<file path="src/rtl/writeback_arbiter_if.sv">
// Writeback port bundle: ALU result, load/IO return, decode hazard query and register-file write.
// slave = the arbiter, master = the upstream pipeline and register file.
interface writeback_arbiter_if;
   logic        alu_valid;
   logic [4:0]  alu_address;
   logic [31:0] alu_data;
   logic        mem_valid;
   logic        mem_ready;
   logic [4:0]  mem_address;
   logic [31:0] mem_data;
   logic        alu_hold;
   logic [4:0]  read_address1;
   logic [4:0]  read_address2;
   logic        pending_hit1;
   logic        pending_hit2;
   logic        writeRegister;
   logic [4:0]  writeAddress;
   logic [31:0] writeData;
   logic        dropped_write;

   modport slave (
      input  alu_valid, alu_address, alu_data,
      input  mem_valid, mem_address, mem_data,
      input  read_address1, read_address2,
      output mem_ready, alu_hold, pending_hit1, pending_hit2,
      output writeRegister, writeAddress, writeData, dropped_write
   );

   modport master (
      output alu_valid, alu_address, alu_data,
      output mem_valid, mem_address, mem_data,
      output read_address1, read_address2,
      input  mem_ready, alu_hold, pending_hit1, pending_hit2,
      input  writeRegister, writeAddress, writeData, dropped_write
   );
endinterface

</file>
<file path="src/rtl/writeback_arbiter.sv">
// Merges ALU results (priority) and queued load/IO returns into one registered register-file write port.
// ALU commits one edge after sampling, loads two; loads back-pressure via mem_ready, ALU via alu_hold.

module wb_fifo #(
   parameter int WIDTH = 37,
   parameter int DEPTH = 4
) (
   input  logic                        clock,
   input  logic                        reset_n,
   input  logic                        push_vld,
   input  logic [WIDTH-1:0]            push_dat,
   output logic                        push_rdy,
   input  logic                        pop_vld,
   output logic [WIDTH-1:0]            pop_dat,
   output logic                        empty,
   output logic [DEPTH-1:0]            entry_vld,
   output logic [DEPTH-1:0][WIDTH-1:0] entry_dat
);
   localparam int PW = $clog2(DEPTH);
   localparam logic [PW:0] FULL_CNT = (PW+1)'(DEPTH);

   logic [PW-1:0]             wr_ptr;
   logic [PW-1:0]             rd_ptr;
   logic [PW:0]               count;
   logic [DEPTH-1:0][WIDTH-1:0] mem;
   logic                      do_push;
   logic                      do_pop;

   assign empty     = (count == '0);
   assign push_rdy  = (count != FULL_CNT);
   assign do_push   = push_vld & push_rdy;
   assign do_pop    = pop_vld & ~empty;
   assign pop_dat   = mem[rd_ptr];
   assign entry_dat = mem;

   always_ff @(posedge clock or negedge reset_n) begin
      if (!reset_n) begin
         wr_ptr <= '0;
         rd_ptr <= '0;
         count  <= '0;
      end else begin
         if (do_push) wr_ptr <= wr_ptr + 1'b1;
         if (do_pop)  rd_ptr <= rd_ptr + 1'b1;
         if (do_push && !do_pop)
            count <= count + 1'b1;
         else if (!do_push && do_pop)
            count <= count - 1'b1;
      end
   end

   // Storage needs no reset: slots are only observed through entry_vld.
   always_ff @(posedge clock) begin
      if (do_push) mem[wr_ptr] <= push_dat;
   end

   always_comb begin
      entry_vld = '0;
      for (int i = 0; i < DEPTH; i++) begin
         entry_vld[i] = ({1'b0, PW'(i) - rd_ptr} < count);
      end
   end
endmodule

module writeback_arbiter #(
   parameter int          DEPTH        = 4,
   parameter int          STARVE_LIMIT = 8,
   parameter logic [4:0]  RESERVED_A   = 5'd28,
   parameter logic [4:0]  RESERVED_B   = 5'd29
) (
   input  logic               clock,
   input  logic               reset_n,
   writeback_arbiter_if.slave bus
);
   typedef struct packed {
      logic [4:0]  addr;
      logic [31:0] data;
   } wb_req_t;

   localparam int EW = $bits(wb_req_t);
   localparam int SW = $clog2(STARVE_LIMIT + 1);
   localparam logic [SW-1:0] STARVE_MAX = SW'(STARVE_LIMIT);

   wb_req_t                  push_req;
   wb_req_t                  head_req;
   wb_req_t                  sel_req;
   logic                     fifo_empty;
   logic                     pop_fire;
   logic                     sel_vld;
   logic                     sel_drop;
   logic [DEPTH-1:0]         entry_vld;
   logic [DEPTH-1:0][EW-1:0] entry_dat;
   logic [SW-1:0]            starve_cnt;
   logic                     write_en_q;
   logic                     drop_q;
   logic                     hold_q;
   logic [4:0]               addr_q;
   logic [31:0]              data_q;
   logic                     hit1;
   logic                     hit2;

   assign push_req = {bus.mem_address, bus.mem_data};

   // Every load goes through the queue, so a load never shares a cycle with its own commit.
   wb_fifo #(
      .WIDTH (EW),
      .DEPTH (DEPTH)
   ) u_fifo (
      .clock     (clock),
      .reset_n   (reset_n),
      .push_vld  (bus.mem_valid),
      .push_dat  (push_req),
      .push_rdy  (bus.mem_ready),
      .pop_vld   (~bus.alu_valid),
      .pop_dat   (head_req),
      .empty     (fifo_empty),
      .entry_vld (entry_vld),
      .entry_dat (entry_dat)
   );

   assign pop_fire = ~bus.alu_valid & ~fifo_empty;

   always_comb begin
      sel_vld  = bus.alu_valid | ~fifo_empty;
      sel_req  = bus.alu_valid ? {bus.alu_address, bus.alu_data} : head_req;
      sel_drop = sel_vld && ((sel_req.addr == RESERVED_A) || (sel_req.addr == RESERVED_B));
   end

   // The head being popped this cycle is still reported, so decode never races its commit.
   always_comb begin
      hit1 = 1'b0;
      hit2 = 1'b0;
      for (int i = 0; i < DEPTH; i++) begin
         if (entry_vld[i] && (entry_dat[i][EW-1 -: 5] == bus.read_address1)) hit1 = 1'b1;
         if (entry_vld[i] && (entry_dat[i][EW-1 -: 5] == bus.read_address2)) hit2 = 1'b1;
      end
   end

   always_ff @(posedge clock or negedge reset_n) begin
      if (!reset_n) begin
         write_en_q <= 1'b0;
         drop_q     <= 1'b0;
         addr_q     <= '0;
         data_q     <= '0;
      end else begin
         write_en_q <= sel_vld & ~sel_drop;
         drop_q     <= sel_drop;
         if (sel_vld) begin
            addr_q <= sel_req.addr;
            data_q <= sel_req.data;
         end
      end
   end

   // Hold is taken from the pre-edge count, so it drops one edge after the pop that clears it.
   always_ff @(posedge clock or negedge reset_n) begin
      if (!reset_n) begin
         starve_cnt <= '0;
         hold_q     <= 1'b0;
      end else begin
         hold_q <= (starve_cnt == STARVE_MAX);
         if (fifo_empty || pop_fire)
            starve_cnt <= '0;
         else if (starve_cnt != STARVE_MAX)
            starve_cnt <= starve_cnt + 1'b1;
      end
   end

   assign bus.writeRegister = write_en_q;
   assign bus.writeAddress  = addr_q;
   assign bus.writeData     = data_q;
   assign bus.dropped_write = drop_q;
   assign bus.alu_hold      = hold_q;
   assign bus.pending_hit1  = hit1;
   assign bus.pending_hit2  = hit2;
endmodule

</file>
<file path="src/flat_wrapper.sv">
// flat-port wrapper written by rule: the top's interface ports become plain ports
module writeback_arbiter_flat 
#(
   parameter int          DEPTH        = 4,
   parameter int          STARVE_LIMIT = 8,
   parameter logic [4:0]  RESERVED_A   = 5'd28,
   parameter logic [4:0]  RESERVED_B   = 5'd29
)
  (clock, reset_n, bus_alu_valid, bus_alu_address, bus_alu_data, bus_mem_valid, bus_mem_address, bus_mem_data, bus_read_address1, bus_read_address2, bus_mem_ready, bus_alu_hold, bus_pending_hit1, bus_pending_hit2, bus_writeRegister, bus_writeAddress, bus_writeData, bus_dropped_write);
  writeback_arbiter_if bus_i ();
  input  logic clock;
  input  logic reset_n;
  input wire logic [$bits(bus_i.alu_valid)-1:0] bus_alu_valid;
  input wire logic [$bits(bus_i.alu_address)-1:0] bus_alu_address;
  input wire logic [$bits(bus_i.alu_data)-1:0] bus_alu_data;
  input wire logic [$bits(bus_i.mem_valid)-1:0] bus_mem_valid;
  input wire logic [$bits(bus_i.mem_address)-1:0] bus_mem_address;
  input wire logic [$bits(bus_i.mem_data)-1:0] bus_mem_data;
  input wire logic [$bits(bus_i.read_address1)-1:0] bus_read_address1;
  input wire logic [$bits(bus_i.read_address2)-1:0] bus_read_address2;
  output wire logic [$bits(bus_i.mem_ready)-1:0] bus_mem_ready;
  output wire logic [$bits(bus_i.alu_hold)-1:0] bus_alu_hold;
  output wire logic [$bits(bus_i.pending_hit1)-1:0] bus_pending_hit1;
  output wire logic [$bits(bus_i.pending_hit2)-1:0] bus_pending_hit2;
  output wire logic [$bits(bus_i.writeRegister)-1:0] bus_writeRegister;
  output wire logic [$bits(bus_i.writeAddress)-1:0] bus_writeAddress;
  output wire logic [$bits(bus_i.writeData)-1:0] bus_writeData;
  output wire logic [$bits(bus_i.dropped_write)-1:0] bus_dropped_write;
  assign bus_i.alu_valid = bus_alu_valid;
  assign bus_i.alu_address = bus_alu_address;
  assign bus_i.alu_data = bus_alu_data;
  assign bus_i.mem_valid = bus_mem_valid;
  assign bus_i.mem_address = bus_mem_address;
  assign bus_i.mem_data = bus_mem_data;
  assign bus_i.read_address1 = bus_read_address1;
  assign bus_i.read_address2 = bus_read_address2;
  assign bus_mem_ready = bus_i.mem_ready;
  assign bus_alu_hold = bus_i.alu_hold;
  assign bus_pending_hit1 = bus_i.pending_hit1;
  assign bus_pending_hit2 = bus_i.pending_hit2;
  assign bus_writeRegister = bus_i.writeRegister;
  assign bus_writeAddress = bus_i.writeAddress;
  assign bus_writeData = bus_i.writeData;
  assign bus_dropped_write = bus_i.dropped_write;
  writeback_arbiter #(.DEPTH(DEPTH), .STARVE_LIMIT(STARVE_LIMIT), .RESERVED_A(RESERVED_A), .RESERVED_B(RESERVED_B)) u_core (.clock(clock), .reset_n(reset_n), .bus(bus_i));
endmodule
</file>
<file path="config.mk">
export PLATFORM = sky130hd
export DESIGN_NAME = writeback_arbiter_flat
export DESIGN_NICKNAME = d
export VERILOG_FILES = /design/src/rtl/writeback_arbiter_if.sv /design/src/rtl/writeback_arbiter.sv /design/src/flat_wrapper.sv
export SDC_FILE = /design/constraint.sdc
export NUM_CORES = 1
export LEC_CHECK = 0
export ABC_AREA = 1
export BUFFER_PORTS_ARGS = -buffer_cell sky130_fd_sc_hd__buf_4
export CORE_ASPECT_RATIO = 1.1
export CORE_MARGIN = 5
export CORE_UTILIZATION = 51
export CTS_CLUSTER_SIZE = 40
export DETAILED_ROUTE_END_ITERATION = 16
export PLACE_DENSITY = 0.76
export SYNTH_ARGS = -nofsm -noshare
export SYNTH_HDL_FRONTEND = slang
export SYNTH_SLANG_ARGS = --single-unit
</file>
<file path="constraint.sdc">
create_clock -name clock -period 2.6 [get_ports clock]
set_clock_uncertainty 0.1 [all_clocks]
set_input_delay 0.26 -clock clock [delete_from_list [all_inputs] [get_ports clock]]
set_output_delay 0.26 -clock clock [all_outputs]
set_load 0.1 [all_outputs]
</file>
Yosys cells after proc, flatten, opt, wreduce, memory -nomap -nowiden
Cells that the tools add are included.
{"block": "word_totals", "reg_bits": 199, "inputBits": 88, "output_inout_bits": 43, "wordCells": 86}
{"block": "classes", "n_addsub": 9, "n_lt_le_gt_ge": 7, "n_eq_ne": 13, "n_mux": 18, "n_bitwise": 7, "n_reduce_logical": 19}
{"op": "148-bit bitwise mux", "count": 1}
{"op": "37-bit two-way mux", "count": 3}
{"op": "37-bit binary-select mux with 2-bit select", "count": 1}
{"op": "37-bit demux with 2-bit select", "count": 1}
{"op": "5-bit equality test", "count": 8}
{"op": "1-bit logical AND", "count": 12}
{"op": "2-bit by 3-bit < comparator with 1-bit output", "count": 4}
{"op": "5-bit equality test (second input constant)", "count": 2}
{"op": "1-bit two-way mux", "count": 8}
{"op": "4-bit two-way mux", "count": 2}
{"op": "2-bit by 3-bit < comparator with 1-bit output (second input constant)", "count": 2}
{"op": "3-bit two-way mux", "count": 2}
{"op": "2-bit by 1-bit adder with 2-bit output (second input constant)", "count": 2}
{"op": "4-bit by 1-bit adder with 4-bit output (second input constant)", "count": 1}
{"op": "4-bit equality test (second input constant)", "count": 1}
{"op": "4-bit != test (second input constant)", "count": 1}
{"op": "2-bit nonzero test", "count": 2}
{"op": "1-bit by 2-bit subtractor with 2-bit output (first input constant)", "count": 2}
{"op": "2-bit subtractor (first input constant)", "count": 2}
{"op": "3-bit by 1-bit adder with 3-bit output (second input constant)", "count": 1}
{"op": "1-bit AND", "count": 3}
{"op": "3-bit zero test", "count": 1}
{"op": "3-bit != test (second input constant)", "count": 1}
{"op": "1-bit inverter", "count": 3}
{"op": "other kinds (5)", "count": 7}

Logic depth before layout (Yosys ltp)
{"block": "depth", "ltp_word": 8, "ltp_mapped": 13}

Modules after synthesis
Synthesis repeated with hierarchy kept, for this count alone.
{"block": "hier_totals", "cells_unflattened": 865, "hier_area_um2": 8799.7}
{"module": "wb_fifo", "instances": 1, "cells_each": 439, "area_each_um2": 6080.8, "seq_area_each_um2": 4619.4}
{"module": "writeback_arbiter", "instances": 1, "cells_each": 426, "area_each_um2": 2718.9, "seq_area_each_um2": 1101.1}

Worst setup path after synthesis
No wires, ideal clock.
{"block": "synth_timing", "kind": "reg2reg", "startpoint": "reg u_core.u_fifo.count[0]", "endpoint": "reg u_core.u_fifo.mem (netlist bit u_core.u_fifo.entry_dat[0]), enable pin", "setup_ps": 431, "arrival_ps": 3137, "setup_slack_ps": -1068, "path_stages_with_launch": 5, "synth_period_minus_slack_ps": 3668, "cell_sequence": "dfrtp_1 nor2_1 nand2_1 nand2_1 nor2_1"}
{"block": "synth_via", "elab_chain_cells": 2}
{"item": "start: declaration", "line_no": "writeback_arbiter.sv:24", "source": "logic [PW:0] count;"}
{"item": "start signal: assignment", "line_no": "writeback_arbiter.sv:45", "source": "count <= count + 1'b1;"}
{"item": "start signal: assignment", "line_no": "writeback_arbiter.sv:47", "source": "count <= count - 1'b1;"}
{"item": "3-bit != test", "line_no": "writeback_arbiter.sv:30", "source": "assign push_rdy = (count != FULL_CNT);"}
{"item": "net bus_mem_ready", "line_no": "flat_wrapper.sv:21", "source": "output wire logic [$bits(bus_i.mem_ready)-1:0] bus_mem_ready;"}
{"item": "1-bit AND", "line_no": "writeback_arbiter.sv:31", "source": "assign do_push = push_vld & push_rdy;"}
{"item": "end signal: indexed assignment", "line_no": "writeback_arbiter.sv:53", "source": "if (do_push) mem[wr_ptr] <= push_dat;"}
{"item": "end: declaration", "line_no": "writeback_arbiter.sv:25", "source": "logic [DEPTH-1:0][WIDTH-1:0] mem;"}
The timed path passes the listed nets, and every way through them passes these cells.
A chain may end at the register's enable or synchronous reset.

Worst setup path in the final report
{"block": "layout_timing", "startpoint": "reg u_core.u_fifo.rd_ptr[1]", "endpoint": "out bus_pending_hit1"}
{"block": "layout_via", "elab_chain_cells": 7, "elab_cells_between_ends": 16, "cone_classes": "4 x add/sub; 4 x order compare; 4 x mux; 4 x reduce/logical"}
{"item": "start: declaration", "line_no": "writeback_arbiter.sv:23", "source": "logic [PW-1:0] rd_ptr;"}
{"item": "start signal: assignment", "line_no": "writeback_arbiter.sv:43", "source": "if (do_pop) rd_ptr <= rd_ptr + 1'b1;"}
{"item": "1-bit by 2-bit subtractor with 2-bit output", "line_no": "writeback_arbiter.sv:59", "source": "entry_vld[i] = ({1'b0, PW'(i) - rd_ptr} < count);"}
{"item": "2-bit by 3-bit < comparator with 1-bit output", "line_no": "writeback_arbiter.sv:59"}
{"item": "1-bit logical AND", "line_no": "writeback_arbiter.sv:133", "source": "if (entry_vld[i] && (entry_dat[i][EW-1 -: 5] == bus.read_address1)) hit1 = 1'b1;"}
{"item": "1-bit two-way mux (3 in a row)", "line_no": "writeback_arbiter.sv:133"}
{"item": "1-bit two-way mux *", "line_no": "writeback_arbiter.sv:133"}
{"item": "end: declaration", "line_no": "flat_wrapper.sv:23", "source": "output wire logic [$bits(bus_i.pending_hit1)-1:0] bus_pending_hit1;"}
Every way passes the cells marked *; elsewhere a longest branch is shown, timed or not.

==> impl_metrics.json <==
{
  "outcome": "finished, final reports clean",
  "chipHeight_um": 145.5,
  "root_buffer": "clkbuf_16",
  "synth.area.mux_share_pct": 0,
  "yosysMostFrequentCell": "nand2_1",
  "syn_to_final_growth_pct": 26.56,
  "n_fill_cell": 1220,
  "arrival_ns": 2.11,
  "max_freq_ghz": 0.4046,
  "grt_max_degree": 52,
  "cp_cell_sequence": "nand2_2 > inv_2 > nor2_4 > inv_2 > ha_4 > a21boi_2 > o21ai_2 > nand3_1 > nand2_1 > inv_1 > nand2_2 > buf_12",
  "dp.cells": 1065,
  "drv_cap": 0,
  "syn_area_mm2": 0.008517,
  "async_flop_share_pct": 25.63,
  "synth_top_area_share_pct": 52.18,
  "start_util_pct": 52.03,
  "synthFlopType": "edfxtp_1",
  "drc_errors": 0,
  "post_dp_cell_area_mm2": 0.009792,
  "setup_viol": 0,
  "path_clk_slew_ns": 0.07,
  "cellLeakagePower_nw": 4.259,
  "die_x_um": 133.2,
  "fin_cells": 1138,
  "worstPathMaxFanout": 4,
  "routed_wirelength_um": 19840,
  "gr-total-overflow": 0,
  "finalCritPeriodShare_pct": 95.05,
  "via_count": 5993,
  "insertion_delay_ns": 0.42,
  "cts_tree": "built",
  "hold_viol": 0,
  "synth_cell_types": 30,
  "critPathTopFamily": "flip-flops",
  "startpoint_type": "register",
  "grt_pass1_vias": 6124,
  "core_area_mm2": 0.01637,
  "antenna_found_initial": 0,
  "synthTopCellsByCount": "220 x nand2_1, 148 x edfxtp_1, 63 x nor2_1, 51 x dfrtp_1, 45 x o21ai_0",
  "cp_slowest_cell": "dfrtp_2",
  "synth-xor-area-share_pct": 4.730,
  "cts_buffers": 17,
  "grt_pass1_wl_um": 32050,
  "worstReg2RegStart": "u_core.u_fifo.count[0]$_DFFE_PN0P_",
  "row_count": 49,
  "synth_compound_area_share_pct": 6.640,
  "num_antenna_cells": 0,
  "hp-class": "input pin to register",
  "cts.sinks": 199,
  "clockBufferDepth": 2,
  "setup.worst_path.start": "u_core.u_fifo.rd_ptr[1]$_DFFE_PN0P_",
  "max_slew_margin_pct": 51.92,
  "vias_per_cell": 5.266,
  "yosys_warnings": 0,
  "design_area_mm2": 0.01078,
  "synth-simple-area-share_pct": 16.23,
  "die-area_mm2": 0.01939,
  "synth.area.top_cells": "edfxtp_1 52%, dfrtp_1 15%, nand2_1 9.7%",
  "yosys.area.top_type": "edfxtp_1",
  "worst-path-buf-inv": 4,
  "detail-route-antenna-nets": 0,
  "fin_nets": 1021,
  "synth_cells": 750,
  "synthAdderAreaFrac_pct": 1.851,
  "ir_drop_uv": 1020,
  "period_minus_slack_ns": 2.471,
  "layout-drive-gt1-share_pct": 22.27,
  "gp_congestion": 0.9287,
  "worst-slew-pin-transition_ns": 0.7212,
  "p_per_area_mw_per_mm2": 1194,
  "ys_ff_latch": 199,
  "end_kind": "primary output",
  "synth_nets": 850,
  "htree_levels": 4,
  "avgRoutedWirePerCell_um": 17.44,
  "port_buffers": 130,
  "path_class": "register to primary output",
  "finalMaxSlewViolations": 0,
  "synth-edff-count": 148,
  "boundaryPins": 131,
  "hold_start": "bus_alu_data[31]",
  "seq_area_frac_synth_pct": 67.17,
  "avgSynthCellArea_um2": 11.36,
  "critPathRequiredTime_ns": 2.24,
  "grt.total_usage_pct": 21.06,
  "synth_top_family_by_area": "simple AND/OR/NAND/NOR gates",
  "finalSetupTns_ns": 0,
  "drtIter0Drc": 387,
  "dp_hpwl_um": 12710,
  "first_pass_iters": 6,
  "cpPeakStageDelay_ns": 0.45
}
flip-flops by register name, summed over array words and instances (netlist names):
signal	cells
u_core.u_fifo.entry_dat	148
u_core.bus.writeData	32
u_core.bus.writeAddress	5
u_core.starve_cnt	4
u_core.u_fifo.count	3
u_core.u_fifo.rd_ptr	2
u_core.u_fifo.wr_ptr	2
u_core.bus.alu_hold	1
u_core.bus.dropped_write	1
u_core.bus.writeRegister	1
worst min-delay path: stages:
cell,delay [ns]
buf_4,0.08
o21ai_0,0.06
o21ai_1,0.12
metrics by stage:
stage / hold WS [ns] / power, W / util (%) / worst slack (ns)
floorplan: -0.1356 / 0.008852 / - / 0.07609
global placement: 0.2501 / 0.01032 / 59.82 / 0.3469
detailed placement: 0.2597 / 0.01039 / 59.82 / 0.3129
CTS: 0.01186 / 0.01280 / 65.41 / 0.005002
global route: 0.02707 / 0.01351 / 65.85 / -0.000009992
finish: 0.02305 / 0.01287 / 65.85 / 0.1286
layout make-up:
cell class,instances,area (um^2),area share [%]
flip-flops and latches,199,5723,53.09
multi-input cells,493,2577,23.91
repair buffers,189,1618,15.01
clock buffers,25,475.5,4.411
well taps,204,255.2,2.368
inverters,21,81.33,0.7545
clock inverters,7,48.80,0.4527
power by group:
group          total (W)  internal [W]  switching, W  leakage [nW]
Clock            0.00236       0.00128       0.00108         0.256
Sequential       0.00466       0.00427      0.000391          1.95
Combinational    0.00585       0.00155       0.00429          2.05
cell families after synthesis:
family,count (synthesis)
adder cells (fa/ha/maj),12
AND/OR/NAND/NOR,333
AO/OA/AOI/OAI,102
XOR/XNOR,46
buffers and inverters,58
flip-flops,199
timing repair:
action,4_1_cts,5_1_grt
setup buffers,0,3
setup endpoints to repair,2,2
hold buffers,38,0
gates resized for setup,6,13
cloned,0,0
pin swaps,0,5
hold endpoints to repair,199,0
routing by layer:
metal / GRT usage (%) / wire length (um) / share of wire, % / up-vias
met1: 27.02 / 8349 / 42 / 2869
met5: 0 / 0 / 0 / -
met2: 35.67 / 9948 / 50 / 200
met3: 4.530 / 1179 / 5.9 / 28
met4: 7.150 / 365 / 1.8 / 0
li1: - / - / - / 2896
path summary, 6_finish.rpt:
path / end / slack (ns) / cells past startpoint
worst min-delay path: u_core.bus.writeData[31]$_DFFE_PN0P_ / 0.02 / 3
max in group asynchronous: u_core.u_fifo.rd_ptr[1]$_DFFE_PN0P_ / 1.55 / 2
min in group asynchronous: u_core.bus.writeAddress[0]$_DFFE_PN0P_ / 0.33 / 2
worst max register to register: u_core.u_fifo.count[2]$_DFFE_PN0P_ / 0.37 / 11
worst max-delay path: bus_pending_hit1 / 0.13 / 12
worst min register to register: u_core.bus.writeAddress[1]$_DFFE_PN0P_ / 0.39 / 2
layout by cell type, fill, tap and decap left out, types with 5 or more instances in the layout:
| master | n |
|---|---|
| nor2_4 | 8 |
| edfxtp_1 | 148 |
| nand2_1 | 216 |
| buf_12 | 8 |
| a22oi_1 | 18 |
| xnor2_1 | 30 |
| inv_1 | 16 |
| dfrtp_1 | 49 |
| clkbuf_16 | 17 |
| ha_1 | 10 |
| clkbuf_1 | 6 |
| dlygate4sd3_1 | 38 |
| nand4_1 | 25 |
| nand2_2 | 5 |
| nor2_1 | 59 |
| xor2_1 | 16 |
| o21ai_1 | 32 |
| nand3_1 | 12 |
| buf_4 | 142 |
| o21ai_0 | 43 |
(Power assumes the default switching activity.)
